==> src/rtl/mem_bus_pkg.sv <==
// Shared definitions for memory-bus arbiters: FSM encoding, master indices
// and default bus widths.
package mem_bus_pkg;

   localparam int DATA_W_DEF = 8;
   localparam int ADDR_W_DEF = 8;

   localparam logic [1:0] ST_IDLE   = 2'd0;
   localparam logic [1:0] ST_ACCESS = 2'd1;
   localparam logic [1:0] ST_RESP   = 2'd2;

   localparam int M_CPU = 0;
   localparam int M_LDR = 1;

endpackage

==> src/rtl/rr_pick2.sv <==
// Two-way round-robin picker with a lock holder that keeps priority until the
// starvation cap hands the next slot to the waiting master.
module rr_pick2 (
   input  logic [1:0] req,
   input  logic       last,
   input  logic [1:0] lock_owner,
   input  logic       cap_hit,
   output logic       winner,
   output logic       valid
);

   always_comb begin
      valid  = |req;
      winner = 1'b0;
      if (lock_owner[0] && req[0]) begin
         winner = req[1] && cap_hit;
      end else if (lock_owner[1] && req[1]) begin
         winner = !(req[0] && cap_hit);
      end else if (req == 2'b10) begin
         winner = 1'b1;
      end else if (req == 2'b11) begin
         winner = ~last;
      end
   end

endmodule

==> src/rtl/mem_arbiter.sv <==
// Shares one single-port synchronous-read memory between the CPU (M0) and the
// loader/debug port (M1): IDLE -> ACCESS -> RESP per transaction.
module mem_arbiter
   import mem_bus_pkg::*;
#(
   parameter int DATA_W   = DATA_W_DEF,
   parameter int ADDR_W   = ADDR_W_DEF,
   parameter int LOCK_MAX = 4
) (
   input  logic              CLK,
   input  logic              RST,
   input  logic              m0_req,
   input  logic              m0_we,
   input  logic              m0_lock,
   input  logic [ADDR_W-1:0] m0_addr,
   input  logic [DATA_W-1:0] m0_wdata,
   output logic              m0_ack,
   output logic [DATA_W-1:0] m0_rdata,
   input  logic              m1_req,
   input  logic              m1_we,
   input  logic              m1_lock,
   input  logic [ADDR_W-1:0] m1_addr,
   input  logic [DATA_W-1:0] m1_wdata,
   output logic              m1_ack,
   output logic [DATA_W-1:0] m1_rdata,
   output logic [ADDR_W-1:0] mem_addr,
   output logic [DATA_W-1:0] mem_wdata,
   output logic              mem_we,
   input  logic [DATA_W-1:0] mem_rdata,
   output logic [1:0]        grant
);

   localparam logic [3:0] CAP = 4'(LOCK_MAX);

   logic [1:0]        state;
   logic [1:0]        grant_q;
   logic              last_served;
   logic [1:0]        lock_owner;
   logic [3:0]        lock_cnt;
   logic              m0_ack_q, m1_ack_q;
   logic [DATA_W-1:0] m0_rdata_q, m1_rdata_q;
   logic              sel, win, pick_valid, cap_hit, lock_lost;
   logic              own_lock, other_req, in_access, in_resp;

   assign sel       = grant_q[M_LDR];
   assign in_access = (state == ST_ACCESS);
   assign in_resp   = (state == ST_RESP);
   assign cap_hit   = (lock_cnt == CAP);
   assign own_lock  = sel ? m1_lock : m0_lock;
   assign other_req = sel ? m0_req : m1_req;

   rr_pick2 u_pick (
      .req        ({m1_req, m0_req}),
      .last       (last_served),
      .lock_owner (lock_owner),
      .cap_hit    (cap_hit),
      .winner     (win),
      .valid      (pick_valid)
   );

   // The lock holder still wants the bus but the cap handed the slot away.
   assign lock_lost = |(lock_owner & {m1_req, m0_req}) && !lock_owner[win];

   always_comb begin
      mem_addr  = '0;
      mem_wdata = '0;
      mem_we    = 1'b0;
      if (in_access) begin
         mem_addr  = sel ? m1_addr : m0_addr;
         mem_wdata = sel ? m1_wdata : m0_wdata;
         mem_we    = sel ? m1_we : m0_we;
      end
   end

   // Read data is bypassed during RESP and held from the capture register after.
   assign m0_rdata = (in_resp && grant_q[M_CPU]) ? mem_rdata : m0_rdata_q;
   assign m1_rdata = (in_resp && grant_q[M_LDR]) ? mem_rdata : m1_rdata_q;
   assign m0_ack   = m0_ack_q;
   assign m1_ack   = m1_ack_q;
   assign grant    = grant_q;

   always_ff @(posedge CLK) begin
      if (RST) begin
         state       <= ST_IDLE;
         grant_q     <= 2'b00;
         last_served <= 1'b1;
         lock_owner  <= 2'b00;
         lock_cnt    <= 4'd0;
         m0_ack_q    <= 1'b0;
         m1_ack_q    <= 1'b0;
         m0_rdata_q  <= '0;
         m1_rdata_q  <= '0;
      end else begin
         m0_ack_q <= 1'b0;
         m1_ack_q <= 1'b0;
         case (state)
            ST_IDLE: begin
               if (pick_valid) begin
                  grant_q <= win ? 2'b10 : 2'b01;
                  state   <= ST_ACCESS;
                  if (lock_lost) begin
                     lock_owner <= 2'b00;
                     lock_cnt   <= 4'd0;
                  end
               end
            end
            ST_ACCESS: begin
               m0_ack_q <= grant_q[M_CPU];
               m1_ack_q <= grant_q[M_LDR];
               state    <= ST_RESP;
            end
            ST_RESP: begin
               if (grant_q[M_CPU]) m0_rdata_q <= mem_rdata;
               if (grant_q[M_LDR]) m1_rdata_q <= mem_rdata;
               last_served <= sel;
               if (own_lock) begin
                  lock_owner <= grant_q;
                  // A new lock holder starts counting from scratch.
                  if (lock_owner != grant_q) begin
                     lock_cnt <= other_req ? 4'd1 : 4'd0;
                  end else if (other_req && !cap_hit) begin
                     lock_cnt <= lock_cnt + 4'd1;
                  end
               end else begin
                  lock_owner <= 2'b00;
                  lock_cnt   <= 4'd0;
               end
               grant_q <= 2'b00;
               state   <= ST_IDLE;
            end
            default: begin
               grant_q <= 2'b00;
               state   <= ST_IDLE;
            end
         endcase
      end
   end

endmodule

==> config.mk <==
export PLATFORM = sky130hd
export DESIGN_NAME = mem_arbiter
export DESIGN_NICKNAME = d
export VERILOG_FILES = /design/src/rtl/mem_bus_pkg.sv /design/src/rtl/rr_pick2.sv /design/src/rtl/mem_arbiter.sv
export SDC_FILE = /design/constraint.sdc
export NUM_CORES = 1
export LEC_CHECK = 0
export CORE_UTILIZATION = 39
export DETAILED_ROUTE_END_ITERATION = 10
export PLACE_DENSITY = 0.81
export SKIP_CTS_REPAIR_TIMING = 1
export SLEW_MARGIN = 0
export SYNTH_ARGS = -nofsm -noshare
export SYNTH_HDL_FRONTEND = slang
export SYNTH_HIERARCHICAL = 1
export SYNTH_SLANG_ARGS = --single-unit
==> constraint.sdc <==
create_clock -name CLK -period 2.6 [get_ports CLK]
set_input_delay 0.26 -clock CLK [delete_from_list [all_inputs] [get_ports CLK]]
set_output_delay 0.26 -clock CLK [all_outputs]
set_load 0.02 [all_outputs]
# [Yosys cells after proc, flatten, opt, wreduce, memory -nomap -nowiden]
# Cells that the tools add are included.
[totals] ram_bits=0 n_memories=0 wordCells=76 ff_bits=29 mem_bits_ro=0 inputBits=48 latchBits=0
[classes] div=0 n_reduce_logical=21 muxes=32 n_mul=0 n_addsub=1 n_shift=0 eq_ne=9 magnitude_cmp=1 bitwise=3
[op_table] cell="2-to-1 mux 8 bit" n=6
[op_table] cell="2-to-1 mux 4 bit" n=5
[op_table] cell="2-to-1 mux 2 bit" n=6
[op_table] cell="case mux 2 bit (2 select lines)" n=3
[op_table] cell="2-to-1 mux 1 bit" n=11
[op_table] cell="logical AND 1 bit" n=8
[op_table] cell="case mux 4 bit (2 select lines)" n=1
[op_table] cell="equality test 2 bit (second input constant)" n=3
[op_table] cell="AND reduction 2 bit" n=3
[op_table] cell="OR reduction 2 bit" n=3
[op_table] cell="adder 4 x 1 -> 4 bit (second input constant)" n=1
[op_table] cell="equality test 4 x 3 -> 1 bit (second input constant)" n=1
[op_table] cell="inequality test 2 bit (second input constant)" n=2
[op_table] cell="inequality test 4 x 2 -> 1 bit (second input constant)" n=1
[op_table] cell="AND reduction 4 bit" n=1
[op_table] cell="logical NOT 1 bit" n=3
[op_table] cell="AND reduction 3 bit" n=1
[op_table] cell="AND 2 bit" n=1
[op_table] cell="equality test 2 x 1 -> 1 bit (second input constant)" n=1
[op_table] cell="logical NOT 2 bit" n=1
[op_table] cell="less-than comparator 1 x 2 -> 1 bit (second input constant)" n=1
[op_table] cell="inequality test 2 bit" n=1
[op_table] cell="NOT 1 bit" n=2
[op_table] cell="nonzero test 2 bit" n=1

# [Longest topological paths before layout]
# Gate-level depths: netlist (run 1).
[depth] word_depth=12 mapped_depth=10 ltp_nobuf=10

# [By module]
# The synthesis (run 1) kept the hierarchy.
[by_module_without_submodules] mod="mem_arbiter" area_per_inst_um2=1508.9 seq_area_each_um2=580.6 instances=1 cells_each=159
[by_module_without_submodules] mod="rr_pick2" area_per_inst_um2=42.5 seq_area_each_um2=0.0 instances=1 cells_each=5

# [Worst setup path after synthesis (run 1)]
# OpenSTA, ideal clock, no wires.
[synth_timing] path_kind="reg2reg" start="reg lock_cnt[0]" end="reg lock_cnt[3]" n_path_buf=0 setup_slack_ps=269 synth_period_minus_slack_ps=2331 path_stages_with_launch=11 arrival_time_ps=2261 path_cell_list="dfxtp_1 > inv_1 > ha_1 > and3b_1 > nand3b_1 > and4_1 > nand4bb_1 > a21oi_1 > o22ai_4 > or4_1 > a21oi_1"
[synth_via] elab_chain_cells=11 elab_cells_between_ends=20 cone_classes="add/sub (1); eq/ne (3); mux (8); reduce/logical (8)"
[synth_rtl] item="from (decl)" line="mem_arbiter.sv:39" rtl="logic [3:0] lock_cnt;"
[synth_rtl] item="from (signal assigned)" line="mem_arbiter.sv:120" rtl="lock_cnt <= other_req ? 4'd1 : 4'd0;"
[synth_rtl] item="from (signal assigned)" line="mem_arbiter.sv:122" rtl="lock_cnt <= lock_cnt + 4'd1;"
[synth_rtl] item="equality test 4 x 3 -> 1 bit *" line="mem_arbiter.sv:48" rtl="assign cap_hit = (lock_cnt == CAP);"
[synth_rtl] item="via cap_hit" line="mem_arbiter.sv:42" rtl="logic sel, win, pick_valid, cap_hit, lock_lost;"
[synth_rtl] item="logical AND 1 bit" line="rr_pick2.sv:18" rtl="winner = !(req[0] && cap_hit);"
[synth_rtl] item="logical NOT 1 bit" line="rr_pick2.sv:18"
[synth_rtl] item="2-to-1 mux 1 bit" line="rr_pick2.sv:17" rtl="end else if (lock_owner[1] && req[1]) begin"
[synth_rtl] item="2-to-1 mux 1 bit *" line="rr_pick2.sv:15" rtl="if (lock_owner[0] && req[0]) begin"
[synth_rtl] item="via win" line="mem_arbiter.sv:42"
[synth_rtl] item="2-to-1 mux 1 bit (not written as such) * (2 in series)" line="mem_arbiter.sv:62" rtl="assign lock_lost = |(lock_owner & {m1_req, m0_req}) && !lock_owner[win];"
[synth_rtl] item="logical NOT 1 bit *" line="mem_arbiter.sv:62"
[synth_rtl] item="logical AND 1 bit *" line="mem_arbiter.sv:62"
[synth_rtl] item="inequality test 2 bit (no line) *"
[synth_rtl] item="AND reduction 4 bit (no line) *"
# Mark *: on every way through the listed nets, which the timed path passes. The rest lies on a longest branch. The select of a mux whose other input is x is not followed.
# A chain may end at the register's enable or synchronous reset.

# [Worst setup path after layout (run 1)]
# Same ends and word-level chain as after synthesis.

==> metrics.md, run 1 <==
| Metric | Value |
|---|---|
| Post-DP HPWL | 2770 um |
| Overall Power | 1070 uW |
| Worst Path Required | 2810 ps |
| Net Sw Frac | 24.9% |
| CORE AREA | 0.00374 sq mm |
| Cells after synthesis | roughly 160 |
| Max_slew headroom | a little under three fifths |
| Clock latency on the worst-skew pair | 270 ps |
| DP Area | 0.00244 sq mm |
| Input/output buffers | 84 |
| Max cap viols | 0 |
| Final core area utilization | 67.7% |
| FP Rows | 22 |
| Final hold violations | 0 |
| Largest net degree at the start of global routing | 20 |
| Combinational power share | 23.3% |
| Synth cell types | 34 |
| Worst hold path type | reg2reg |
| Die height | 65.1 um |
| CTS Sinks | 29 |
| GRT overflow | 0 |
| Syn_area_per_cell | roughly 9.5 sq um |
| Synth Net Count | around 210 |
| CTS tree | done |
| Fin area | 0.00253 sq mm |
| Nets@finish | 301 |
| Drt wl/cell | 12.0 um |
| Pwr/cell area | between 400 and 500 mW/mm^2 |
| Clk network pwr share | 33.5% |
| Antenna-violating nets left | 0 |
| CTS H-Tree Depth | 2 |
| Post-Place Cells | 292 |
| Routability cong. | 0.817 |
| TritonCTS buffer count | 5 |
| CP cell instances | inv_1 > ha_1 > and3b_1 > nand3b_1 > and4_1 > nand4bb_1 > a21oi_2 > o22ai_4 > or4_1 > a21oi_1 |
| CTS clk-pin slew, worst paths | 60 ps |
| Fmax achieved | 410 MHz |
| Peak VDD IR | roughly 0.00023 V |
| Via density per instance | 4.98 |
| Pre-CTS WS | 130 ps |
| Antenna diode count | 0 |
| Die area | 0.00423 sq mm |
| Slew @ Worst Pin | 655 ps |
| Die width | ~65 um |
| CTS root buffer | clkbuf_8 |
| Worst EP arrival | 2650 ps |
| Finished Layout Cells | 299 |
| Startpoint Class | register |
| Via Count | 1488 |
| Fin. max-slew vios | 0 |
| DR DRC count | 0 |
| Synthesized cell area | between 0.0015 and 0.002 sq mm |
| Fillers | 329 |
| Antenna violations before repair | 0 |
| Crit path max fanout | 8 |
| Vias in the first global route | 1448 |
| CP max stage delay | approximately 470 ps |
| Setup ws final | 158 ps |
| Leakage | 0.000947 uW |
| Drt total wl | 3590 um |
| RSZ-0062 raised after global routing | yes |
| Warnings, synthesis | 6 |
| Layout area overhead | 63.3% |
| CTS max path bufs | 2 |
| Period utilization | 93.9% |
| Synthesized flop and latch total | 29 |
| Share of the yosys chip area belonging to registers | 37.4% |
| Internal | ~810 uW |
| Clock Skew | 2.89 ps |
| Reg area | 581 sq um |
| Iter 0 DRT Violations | 56 |
| Flop pwr share | 43.3% |
| Top-Level Pins | 85 |
| Total track usage | 18.9% |
| Switch Pwr | 267 uW |
| Global-route wire length before repair | 6070 um |
| Multi-input gate area | 910 sq um |
| Fraction of layout cells with a size suffix above 1 | 12.4% |
| Starting Density | 41.4% |
| Cell with the largest stage delay on the worst path | or4_1 |
| Drt first pass iters | 4 |
| Crit path time final | between 2000 and 2500 ps |
| Status | finished, final reports clean |
| CP Capture Type | register |
| CP Class | reg2reg |
| Final setup vio count | 0 |
==> cells in the mapped netlist <==
library cell	n	area [sq um]
and4_1	1	8.76
or3_1	1	6.26
a32oi_1	2	17.5
nand3b_1	1	7.51
nand2_1	4	15.0
mux2_2	16	180
nor4_1	1	6.26
a311o_1	1	10.0
a21oi_1	5	25.0
nand4bb_1	2	22.5
and3b_1	1	8.76
mux2i_1	18	180
and2_1	17	106
nand4b_1	2	17.5
clkbuf_1	4	15.0
dfxtp_1	29	581
nor2_1	24	90.1
or4_1	2	15.0
nand3_1	2	10.0
a2111oi_0	2	17.5
xnor2_1	2	17.5
or2_2	1	6.26
o21ai_0	2	10.0
nor2b_1	2	12.5
buf_1	2	7.51
nand4_4	1	21.3
o22ai_4	1	20.0
nand2b_1	3	18.8
ha_1	2	25.0
buf_6	1	11.3
mux2_4	1	15.0
nor3_1	3	15.0
inv_1	7	26.3
buf_2	1	5.00
==> metal layers <==
metal  share of wire [%]  track usage (%)
met5                   0                0
met4                 1.9             8.15
met3                  10             9.68
met2                  46             31.4
met1                  42             19.8
==> cells in the final DEF (no fill, tap or decap) <==
cell / synthesis / routed
o21ai_0: 2 / 2
buf_4: 0 / 4
nand3b_1: 1 / 1
nand4bb_1: 2 / 2
nand4b_1: 2 / 2
and2_1: 17 / 17
a2111oi_0: 2 / 2
mux2_4: 1 / 1
a21oi_1: 5 / 4
or4_1: 2 / 2
inv_1: 7 / 7
and3b_1: 1 / 1
nand3_1: 2 / 2
a21oi_2: 0 / 1
a32oi_1: 2 / 2
clkbuf_1: 4 / 1
dfxtp_1: 29 / 29
or3_1: 1 / 1
nand2b_1: 3 / 3
a311o_1: 1 / 1
o22ai_4: 1 / 1
mux2i_1: 18 / 18
and4_1: 1 / 1
clkdlybuf4s50_1: 0 / 84
nand4_4: 1 / 1
mux2_2: 16 / 16
nor4_1: 1 / 1
xnor2_1: 2 / 2
ha_1: 2 / 2
nand2_1: 4 / 4
nor3_1: 3 / 3
or2_2: 1 / 1
clkbuf_8: 0 / 6
nor2_1: 24 / 24
nor2b_1: 2 / 2
==> flip-flops by register name (all words and copies together), names as in the netlist <==
signal	flops
state	2
last_served	1
m1_ack	1
lock_owner	2
m1_rdata_q	8
m0_ack	1
lock_cnt	4
grant	2
m0_rdata_q	8
==> kinds of logic after synthesis <==
group	share of synthesized area, %
AND/OR/NAND/NOR	25.0
flip-flops	37.4
multiplexers	24.2
AO/OA/AOI/OAI	6.45
XOR/XNOR	1.13
adder cells (fa/ha/maj)	1.61
buffers and inverters	4.19
==> worst max-delay path: cells and delay by family (launching register included) <==
kind            cells  cell delay [ps]
compound gates      3              480
simple gates        5             1260
buf+inv             1               60
fa+ha+maj           1              180
flops               1              390
==> area by class of cell <==
cell class | instances | share of cell area (%)
Inverter | 7 | 1.04
Multi-Input combinational cell | 120 | 35.9
Timing Repair Buffer | 88 | 34.4
Clock buffer | 7 | 3.41
Tap cell | 48 | 2.37
Sequential cell | 29 | 22.9
==> metrics by stage <==
stage / hold slack, ps / TNS [ps]
6_report: 485 / 0
5_1_grt: 517 / -16.1
4_1_cts: 491 / 0
3_5_place_dp: 481 / 0
3_3_place_gp: 472 / 0
2_1_floorplan: 437 / 0
==> worst paths after layout <==
| path | cells after the start | start | slack, ps | endpoint |
|---|---|---|---|---|
| max | 10 | lock_cnt[0]$_SDFFE_PP0P_ | 160 | lock_cnt[3]$_SDFFE_PP0P_ |
| min | 2 | lock_cnt[3]$_SDFFE_PP0P_ | 490 | lock_cnt[3]$_SDFFE_PP0P_ |
| max reg2reg | 10 | lock_cnt[0]$_SDFFE_PP0P_ | 160 | lock_cnt[3]$_SDFFE_PP0P_ |
| min reg2reg | 2 | lock_cnt[3]$_SDFFE_PP0P_ | 490 | lock_cnt[3]$_SDFFE_PP0P_ |
==> power by group through the flow <==
stage	clock (uW)	sequential, uW	combinational [uW]
6_report	359	465	250
5_1_grt	401	466	270
4_1_cts	368	464	252
3_5_place_dp	0	474	251
3_3_place_gp	0	474	250
2_1_floorplan	0	473	114
Power figures use the tool's default switching activity.
==> run 2: changes to the inputs <==
SKIP_CTS_REPAIR_TIMING = not set   (was 1)
==> results of run 2 <==
Same layout as run 1: the final DEF is identical, and so are final timing and power.
==> run 3: changes to the inputs <==
CORE_MARGIN = 5   (was not set)
==> run 3 against run 2 <==
Register-to-register slack lost 40 ps. Routed wire length grew 11%. Maximum frequency shrank 1.7%. Worst hold slack lost 0.70 ps. Critical path depth is the same. Die area grew 26%. Non-clock buffer count shrank 1. Clock-buffer cell count is the same. Via count grew 0.20%. Setup slack lost 41 ps. Utilization shrank 3.1 points. Critical endpoint unchanged. Highest routed layer unchanged.
==> metrics.md, run 3 (synthesis gave the netlist of run 1 again) <==
| Metric | Value |
|---|---|
| Total track usage | 15.5% (-3.4 points) |
| Fin area | 0.00253 sq mm (-0.20%) |
| Crit path time final | 2480 ps (+41.4 ps) |
| Iter 0 DRT Violations | 32 (-43%) |
| Startpoint Class | register |
| Clk network pwr share | 33.9% (+0.4 points) |
| Drt first pass iters | 4 (unchanged) |
| CP max stage delay | 480 ps (about the same) |
| Via Count | 1491 (+0.20%) |
| Flop pwr share | 42.9% (-0.4 points) |
| Overall Power | 1080 uW (+0.50%) |
| DR DRC count | 0 (unchanged) |
| CTS H-Tree Depth | 2 (unchanged) |
| Status | finished, final reports clean |
| Layout area overhead | 63.0% |
| Crit-path leading delay family | simple AND/OR/NAND/NOR gates |
| Cell count of the worst hold path | 1 (-1) |
| CTS max path bufs | 2 (unchanged) |
| Slew @ Worst Pin | 699 ps (+43.2 ps) |
| Worst hold path type | reg2reg |
| Combinational power share | 23.2% (about the same) |
| R2R Setup Slk | 120 ps (-40 ps) |
| Top Registers | m0_rdata_q x8, m1_rdata_q x8, lock_cnt x4 |
| Period utilization | 95.5% (+1.6 points) |
| CTS root buffer | clkbuf_8 |
| TritonCTS buffer count | 5 (unchanged) |
| Worst Path Required | 2810 ps (about the same) |
| Commonest non-fill, non-tap cells in the layout | clkdlybuf4s50_1, dfxtp_1, nor2_1 |
| DP Area | 0.00244 sq mm (-0.20%) |
| Routability cong. | 0.890 (+8.9%) |
| Drt wl/cell | 13.3 um (+11%) |
| Worst r2r src | lock_cnt[0]$_SDFFE_PP0P_ |
| HP Start | state[1]$_SDFFE_PP0N_ |
| Max cap viols | 0 (unchanged) |
| Fraction of layout cells with a size suffix above 1 | 12.0% (-0.35 points) |
| Critical R2R Capture | lock_cnt[3]$_SDFFE_PP0P_ |
| Via density per instance | 4.97 (-0.13%) |
| Die area | 0.00534 sq mm (+26%) |
| Clock Skew | 2.37 ps (-0.518 ps) |
| CORE AREA | 0.00391 sq mm (+4.5%) |
| Pwr/cell area | 427 mW/mm^2 (+0.70%) |
| Global-route wire length before repair | 6470 um (+6.6%) |
| Top-Level Pins | 85 (unchanged) |
| Final setup vio count | 0 (unchanged) |
| Fmax achieved | 403 MHz (-1.7%) |
| Switch Pwr | 273 uW (+2.3%) |
| Post-CTS Setup Bufs | 0 |
| Final hold violations | 0 (unchanged) |
| Starting Density | 39.6% (-1.8 points) |
| Hold buffers post-CTS | 0 |
| Crit path buf inv count | 1 (unchanged) |
| Cell with the largest stage delay on the worst path | or4_1 |
| CP cell instances | inv_1 > ha_1 > and3b_1 > nand3b_1 > and4_1 > nand4bb_1 > a21oi_2 > o22ai_4 > or4_1 > a21oi_1 |
| Vias in the first global route | 1460 (+0.83%) |
| CTS Sinks | 29 (unchanged) |
| CP Class | reg2reg |
| Worst hold endpoint | grant[1]$_SDFFE_PP0P_ |
| Post_cts resized | 0 |
| GRT overflow | 0 (unchanged) |
| Antenna diode count | 0 (unchanged) |
| Worst EP arrival | 2700 ps (+50 ps) |
| CTS tree | done |
| Clock latency on the worst-skew pair | 280 ps (about the same) |
| Setup TNS | 0 ps (unchanged) |
| Leakage | 0.000942 uW (-0.56%) |
| Nets@finish | 300 (-0.33%) |
| Input/output buffers | 84 (unchanged) |
| Crit path max fanout | 8 (unchanged) |
| Drt total wl | 3990 um (+11%) |
| CP Capture Type | register |
| Fin. max-slew vios | 0 (unchanged) |
| Die height | 73.1 um (+12%) |
| Die width | 73.1 um (+12%) |
| Peak VDD IR | 0.000185 V (-18%) |
| Internal | 806 uW (-0.10%) |
| Max_slew headroom | 53.4% (-2.9 points) |
| Fillers | 354 (+7.6%) |
| Most common cell after layout, fill and taps aside | clkdlybuf4s50_1 |
| Largest net degree at the start of global routing | 21 (+5.0%) |
| R2R depth | 10 (unchanged) |
| Antenna violations before repair | 0 (unchanged) |
| Net Sw Frac | 25.3% (+0.45 points) |
| CTS clk-pin slew, worst paths | 60 ps (about the same) |
| FP Rows | 23 (+4.5%) |
| Post-DP HPWL | 3130 um (+13%) |
| Antenna-violating nets left | 0 (unchanged) |
## run 3: cell types whose count changed in the layout (fill, tap and decap cells not counted)
cell / change
buf_4: -1
## run 3: power groups by stage
stage          Clock (uW)  Combinational [uW]  Sequential, uW
3_5_place_dp            0                 251             472
6_report              366                 250             463
3_3_place_gp            0                 250             472
4_1_cts               377                 253             463
2_1_floorplan           0                 114             473
5_1_grt               399                 269             464
## run 3: worst register-to-register path: cells and delay by family (launching register included)
kind | cells | cell delay (ps)
AO/OA/AOI/OAI | 3 | 490
adder cells (fa/ha/maj) | 1 | 180
buffers and inverters | 1 | 60
flip-flops | 1 | 400
AND/OR/NAND/NOR | 5 | 1280
## run 3: stage by stage
| step | util [%] | setup WS (ps) | cells | hold WS, ps |
|---|---|---|---|---|
| floorplan | - | 269 | 164 | 437 |
| global placement | 62.3 | 186 | 293 | 472 |
| CTS | 64.5 | 85.7 | 300 | 489 |
| global route | 64.6 | -7.73 | 300 | 528 |
| finish | 64.6 | 117 | 300 | 485 |
| detailed placement | 62.3 | 116 | 293 | 481 |
## run 3: cell type report
cell class / instances / area, sq um / share of cell area (%)
clock buffer: 7 / 86.3 / 3.41
inverter: 7 / 26.3 / 1.04
multi-input combinational: 120 / 910 / 36.0
sequential: 29 / 581 / 23.0
tap: 50 / 62.6 / 2.47
timing repair buffer: 87 / 863 / 34.1
## run 3: how the worst max path moves through the flow
stage	end	depth (start not counted)	from	slack [ps]
3_3_place_gp	lock_cnt[3]$_SDFFE_PP0P_	10	lock_cnt[0]$_SDFFE_PP0P_	190
3_5_place_dp	lock_cnt[3]$_SDFFE_PP0P_	10	lock_cnt[0]$_SDFFE_PP0P_	120
2_1_floorplan	lock_cnt[3]$_SDFFE_PP0P_	10	lock_cnt[0]$_SDFFE_PP0P_	270
5_1_grt	lock_cnt[3]$_SDFFE_PP0P_	10	lock_cnt[0]$_SDFFE_PP0P_	-8
6_report	lock_cnt[3]$_SDFFE_PP0P_	10	lock_cnt[0]$_SDFFE_PP0P_	120
4_1_cts	lock_cnt[3]$_SDFFE_PP0P_	10	lock_cnt[0]$_SDFFE_PP0P_	90
## run 3: routing by layer
| layer | wire length, um | vias to the layer above | global-route usage, % |
|---|---|---|---|
| met3 | 606 | 9 | 9.64 |
| met4 | 70 | 0 | 5.53 |
| met1 | 1640 | 659 | 17.9 |
| li1 | - | 743 | - |
| met5 | 0 | - | 0 |
| met2 | 1670 | 80 | 23.3 |
